### src/rtl/bp_cce_pkg.sv
// bp_cce_pkg: shared CCE types; the LCE command message layout sets the default buffer width.
`default_nettype none

package bp_cce_pkg;

  localparam int lce_cmd_addr_width_gp = 40;
  localparam int lce_cmd_data_width_gp = 76;

  typedef enum logic [3:0] {
    e_lce_cmd_sync       = 4'h0,
    e_lce_cmd_set_clear  = 4'h1,
    e_lce_cmd_transfer   = 4'h2,
    e_lce_cmd_writeback  = 4'h3,
    e_lce_cmd_set_tag    = 4'h4,
    e_lce_cmd_invalidate = 4'h5,
    e_lce_cmd_data       = 4'h6
  } bp_cce_lce_cmd_type_e;

  typedef struct packed {
    bp_cce_lce_cmd_type_e              msg_type;
    logic [3:0]                        dst_id;
    logic [3:0]                        way_id;
    logic [lce_cmd_addr_width_gp-1:0]  addr;
    logic [lce_cmd_data_width_gp-1:0]  data;
  } bp_cce_lce_cmd_s;

endpackage

`default_nettype wire

### src/rtl/bp_cce_circ_ptr.sv
// bp_cce_circ_ptr: modulo-els_p pointer; wraps by explicit compare so any depth >= 2 works.
`default_nettype none

module bp_cce_circ_ptr #(
  parameter  int els_p        = 2,
  localparam int ptr_width_lp = $clog2(els_p)
) (
  input  logic                    clk_i,
  input  logic                    reset_n_i,
  input  logic                    incr_i,
  output logic [ptr_width_lp-1:0] ptr_o
);

  localparam logic [ptr_width_lp-1:0] last_lp = ptr_width_lp'(els_p - 1);

  logic [ptr_width_lp-1:0] ptr_d, ptr_q;

  always_comb begin
    ptr_d = ptr_q;
    if (incr_i) begin
      ptr_d = (ptr_q == last_lp) ? '0 : ptr_q + ptr_width_lp'(1);
    end
  end

  always_ff @(posedge clk_i or negedge reset_n_i) begin
    if (!reset_n_i) ptr_q <= '0;
    else            ptr_q <= ptr_d;
  end

  assign ptr_o = ptr_q;

endmodule

`default_nettype wire

### src/rtl/bp_cce_lce_cmd_tx_buffer.sv
// bp_cce_lce_cmd_tx_buffer: circular FIFO between the CCE and the LCE command network (rev 1.0).
`default_nettype none

module bp_cce_lce_cmd_tx_buffer
  import bp_cce_pkg::*;
#(
  parameter  int width_p      = $bits(bp_cce_lce_cmd_s),
  parameter  int els_p        = 2,
  parameter  int cnt_width_p  = 16,
  localparam int occ_width_lp = $clog2(els_p + 1),
  localparam int ptr_width_lp = $clog2(els_p)
) (
  input  logic                    clk_i,
  input  logic                    reset_n_i,
  input  logic [width_p-1:0]      lce_cmd_i,
  input  logic                    lce_cmd_v_i,
  output logic                    lce_cmd_ready_o,
  output logic [width_p-1:0]      lce_cmd_o,
  output logic                    lce_cmd_v_o,
  input  logic                    lce_cmd_ready_i,
  output logic                    empty_o,
  output logic [occ_width_lp-1:0] occupancy_o,
  input  logic                    clr_cnt_i,
  output logic [cnt_width_p-1:0]  sent_count_o
);

  localparam logic [occ_width_lp-1:0] els_lp      = occ_width_lp'(els_p);
  localparam logic [cnt_width_p-1:0]  sent_max_lp = '1;

  logic [width_p-1:0]      mem_q [els_p];
  logic [ptr_width_lp-1:0] rd_ptr, wr_ptr;
  logic [occ_width_lp-1:0] occ_d, occ_q;
  logic [cnt_width_p-1:0]  sent_d, sent_q;
  logic                    enq, deq;

  // Handshake qualifiers depend only on registered occupancy, never on lce_cmd_ready_i.
  assign lce_cmd_ready_o = (occ_q < els_lp);
  assign lce_cmd_v_o     = (occ_q != '0);
  assign empty_o         = ~lce_cmd_v_o;
  assign enq             = lce_cmd_v_i & lce_cmd_ready_o;
  assign deq             = lce_cmd_v_o & lce_cmd_ready_i;
  assign lce_cmd_o       = mem_q[rd_ptr];
  assign occupancy_o     = occ_q;
  assign sent_count_o    = sent_q;

  bp_cce_circ_ptr #(.els_p(els_p)) u_rd_ptr (
    .clk_i     (clk_i),
    .reset_n_i (reset_n_i),
    .incr_i    (deq),
    .ptr_o     (rd_ptr)
  );

  bp_cce_circ_ptr #(.els_p(els_p)) u_wr_ptr (
    .clk_i     (clk_i),
    .reset_n_i (reset_n_i),
    .incr_i    (enq),
    .ptr_o     (wr_ptr)
  );

  always_comb begin
    occ_d = occ_q;
    case ({enq, deq})
      2'b10:   occ_d = occ_q + occ_width_lp'(1);
      2'b01:   occ_d = occ_q - occ_width_lp'(1);
      default: occ_d = occ_q;
    endcase
  end

  always_comb begin
    sent_d = sent_q;
    if (clr_cnt_i) begin
      sent_d = '0;
    end else if (deq && (sent_q != sent_max_lp)) begin
      sent_d = sent_q + cnt_width_p'(1);
    end
  end

  always_ff @(posedge clk_i or negedge reset_n_i) begin
    if (!reset_n_i) begin
      occ_q  <= '0;
      sent_q <= '0;
    end else begin
      occ_q  <= occ_d;
      sent_q <= sent_d;
    end
  end

  // Storage is not reset; only entries behind a valid occupancy are ever observed.
  always_ff @(posedge clk_i) begin
    if (enq) mem_q[wr_ptr] <= lce_cmd_i;
  end

  a_occ_bound: assert property (@(posedge clk_i) disable iff (!reset_n_i) occ_q <= els_lp);
  a_no_enq_full: assert property (@(posedge clk_i) disable iff (!reset_n_i) !(enq && (occ_q == els_lp)));

endmodule

`default_nettype wire

### config.mk
export PLATFORM = sky130hd
export DESIGN_NAME = bp_cce_lce_cmd_tx_buffer
export DESIGN_NICKNAME = d
export VERILOG_FILES = /design/src/rtl/bp_cce_pkg.sv /design/src/rtl/bp_cce_circ_ptr.sv /design/src/rtl/bp_cce_lce_cmd_tx_buffer.sv
export SDC_FILE = /design/constraint.sdc
export NUM_CORES = 1
export LEC_CHECK = 0
export CORE_ASPECT_RATIO = 1.25
export CORE_UTILIZATION = 40
export CTS_BUF_LIST = sky130_fd_sc_hd__clkbuf_8
export CTS_CLUSTER_SIZE = 10
export DETAILED_ROUTE_END_ITERATION = 6
export GPL_ROUTABILITY_DRIVEN = 0
export PLACE_DENSITY_LB_ADDON = 0.3
export SYNTH_ARGS = -nofsm -noshare
export SYNTH_HDL_FRONTEND = slang
export SYNTH_SLANG_ARGS = --single-unit
export TNS_END_PERCENT = 10
### constraint.sdc
create_clock -name clk_i -period 7.15 [get_ports clk_i]
set_clock_uncertainty 0.15 [all_clocks]
set_input_delay 0.715 -clock clk_i [delete_from_list [all_inputs] [get_ports clk_i]]
set_output_delay 0.715 -clock clk_i [all_outputs]
set_load 0.02 [all_outputs]
==> impl_metrics.csv <==
group,metric,value,unit
worst_hold_path,hold_class,"in2async",
pwr,switchingPower,1.62,mW
clocking,root_buffer,"clkbuf_8",
worst_setup_path,crit_type,"reg2out",
timing,worst_pin_slew,1080,ps
timing,fmax,235,MHz
floorplan,io_pins,282,
clocking,path_clk_slew,60,ps
timing,rsz0062_at_grt,"false",
route,firstDrtPassIters,4,
worst_setup_path,slowest_delay,1090,ps
timing,tns,0,ps
worst_setup_path,crit_arrival,3390,ps
pwr,power_frac_seq,42.9,%
timing,worst_slack,2890,ps
logic_synthesis,yosysTopAreaCell,"edfxtp_1",
clocking,cts_sinks,276,
placed_design,place_hpwl,14.1,mm
route,vias_per_cell,4.83,
pwr,power.density,364,nW/µm²
logic_synthesis,synth_async_sr_flop_share,7.25,%
timing,finalHoldViolations,0,
global_route,antenna_found_initial,0,
timing,period_minus_slack,4260,ps
clocking,numCtsBuffers,43,
job,maxCapViolations,0,
logic_synthesis,synth_top_area_share,73.8,%
worst_setup_path,cp-start-kind,"register",
pwr,power_switching_share,31.0,%
logic_synthesis,synth-edff-count,256,
route,drt_iter0_markers,243,
worst_setup_path,cpMaxStageDelayCell,"dfrtp_4",
floorplan,core_area,25400,µm²
global_route,grtUsageTotal,16.2,%
route,vias,5782,
logic_synthesis,synth_cells,518,
timing,drv_slew,0,
global_route,grt_max_degree,76,
logic_synthesis,ys_ff_latch,276,
pwr,cell_internal_pwr,3.61,mW
placed_design,pre_cts_ws,3340,ps
worst_setup_path,path_cells,"buf_4 -> mux2_2 -> clkdlybuf4s50_1",
final_layout,area_growth,37.9,%
worst_setup_path,end_kind,"primary output",
global_route,grt_first_pass_wirelength,33.1,mm
floorplan,num_rows,65,
logic_synthesis,synth.avg_cell_area,20.1,µm²
logic_synthesis,yosys-top-cells-area,"edfxtp_1, mux2_2, dfrtp_1, mux2_4, a21oi_1",
route,wirelength,22.0,mm
floorplan,fp.dieH,182,µm
pwr,power_frac_clock,22.3,%
final_layout,fin_nets,966,
clocking,cts_repair_resize_count,0,
logic_synthesis,synth_nets,653,
timing,setup-violations-final,0,
placed_design,io_buffers,281,
route,wl_per_cell,18.4,µm
timing,relSlewSlack,28.2,%
logic_synthesis,ys_warn_count,0,
route,antenna_left,0,
clocking,cts_hold_buf,0,
clocking,post_cts_buffers,0,
timing,hold_ws,382,ps
global_route,overflow,0,
clocking,cts_tree,"built",
pwr,p_leak,4.91,nW
worst_setup_path,required,6280,ps
final_layout,layout_commonest_cell,"clkdlybuf4s50_1",
global_route,grt_pass1_vias,5952,
final_layout,diodes,0,
worst_setup_path,critPathMaxFanout,75,
final_layout,fin_area,14400,µm²
logic_synthesis,ys_types,43,
floorplan,dieWidth,146,µm
route,drc,0,
final_layout,layout-drive-gt1-share,24.2,%
clocking,clock_path_buffers,3,
pwr,irDropWorstVdd,349,µV
floorplan,start_util,41.0,%
clocking,clk_latency,530,ps
logic_synthesis,yosysSeqAreaShare,78.7,%
floorplan,fp.dieArea,26700,µm²
clocking,cts.htree.levels,2,
final_layout,mostFrequentLayoutCells,"clkdlybuf4s50_1, edfxtp_1, mux2_2, clkbuf_8, inv_1",
placed_design,dpl-instance-area,13600,µm²
run_status,status,"complete, no violations",
logic_synthesis,syn_area,10400,µm²
logic_synthesis,synthFlopType,"edfxtp_1",
timing,final.period_utilization,59.5,%
pwr,power_frac_comb,34.7,%
-- layer usage --
| layer | share of wire [%] | global-route usage [%] | vias up | wire (µm) |
|---|---|---|---|---|
| li1 | - | - | 2675 | - |
| met1 | 40 | 20.2 | 2843 | 8900 |
| met2 | 50 | 27.4 | 229 | 11000 |
| met3 | 7.7 | 4.75 | 35 | 1700 |
| met4 | 1.9 | 4.92 | 0 | 429 |
| met5 | 0 | 0 | - | 0 |
-- critical path, delay by kind of cell (launching register included) --
| kind | cells | cell delay (ps) |
|---|---|---|
| multiplexers | 1 | 430 |
| flip-flops | 1 | 1090 |
| buffers and inverters | 2 | 1270 |
-- sequential cells by signal, indices dropped and copies added (netlist names) --
name,cells
u_rd_ptr.ptr_o,1
u_wr_ptr.ptr_o,1
occupancy_o,2
sent_count_o,16
mem_q,256
-- cells by family (layout without fill, tap and decap cells) --
logic type,after synthesis,in the layout,share of synthesized area (%)
AND/OR/NAND/NOR,53,53,3.32
adder cells (fa/ha/maj),2,2,0.240
flip-flops,276,276,78.7
buffers and inverters,24,368,1.19
multiplexers,134,134,14.6
XOR/XNOR,5,5,0.421
AO/OA/AOI/OAI,24,24,1.56
-- power by group through the flow --
stage          registers (mW)  clock network (mW)  logic, mW
2_1_floorplan            2.23                   0       1.07
3_3_place_gp             2.28                   0       1.83
3_5_place_dp             2.29                   0       1.83
4_1_cts                  2.26                1.21       1.84
5_1_grt                  2.28                1.28       1.91
6_report                 2.25                1.17       1.82
-- synth_stat cells (2+ instances only) --
cell type  instances
nor2_1             8
mux2i_1            2
nand3_1            4
nor3_1             4
mux2_4             4
a21oi_2            3
xnor2_1            5
clkbuf_1          11
and3_1             3
o31ai_1            5
and2_1             2
mux2_2           128
nand4_1            3
o21ai_0            2
ha_1               2
edfxtp_1         256
or4_1              5
dfrtp_1           20
nor2b_1            3
inv_1              5
buf_2              4
a21oi_1           10
nand2_1            9
-- per-stage QoR --
step | total power, mW | util [%] | std cells
3_3_place_gp | 4.10 | 53.6 | 1121
6_report | 5.23 | 56.6 | 1197
4_1_cts | 5.31 | 56.6 | 1197
5_1_grt | 5.47 | 56.6 | 1197
2_1_floorplan | 3.30 | - | 518
3_5_place_dp | 4.12 | 53.6 | 1121
-- path summary, 6_finish.rpt --
check / startpoint / end / slack, ps / cells after the start
min: reset_n_i / sent_count_o[5] / 380 / 2
max in group asynchronous: reset_n_i / u_rd_ptr.ptr_o / 6220 / 2
min in group clk_i: sent_count_o[6] / sent_count_o[6] / 380 / 1
max reg2reg: occupancy_o[1] / mem_q[1][6] / 4300 / 3
max: u_rd_ptr.ptr_o / lce_cmd_o[69] / 2890 / 3
min reg2reg: sent_count_o[6] / sent_count_o[6] / 380 / 1
-- area by class of cell --
cell class / instances / area (µm²)
Fill cell: 2005 / 11000
Tap cell: 335 / 419
Sequential cell: 276 / 8190
Inverter: 6 / 22.5
Multi-Input combinational cell: 218 / 2110
Clock inverter: 30 / 133
Timing Repair Buffer: 286 / 2850
Clock buffer: 46 / 633
(Power assumes the default switching activity.)
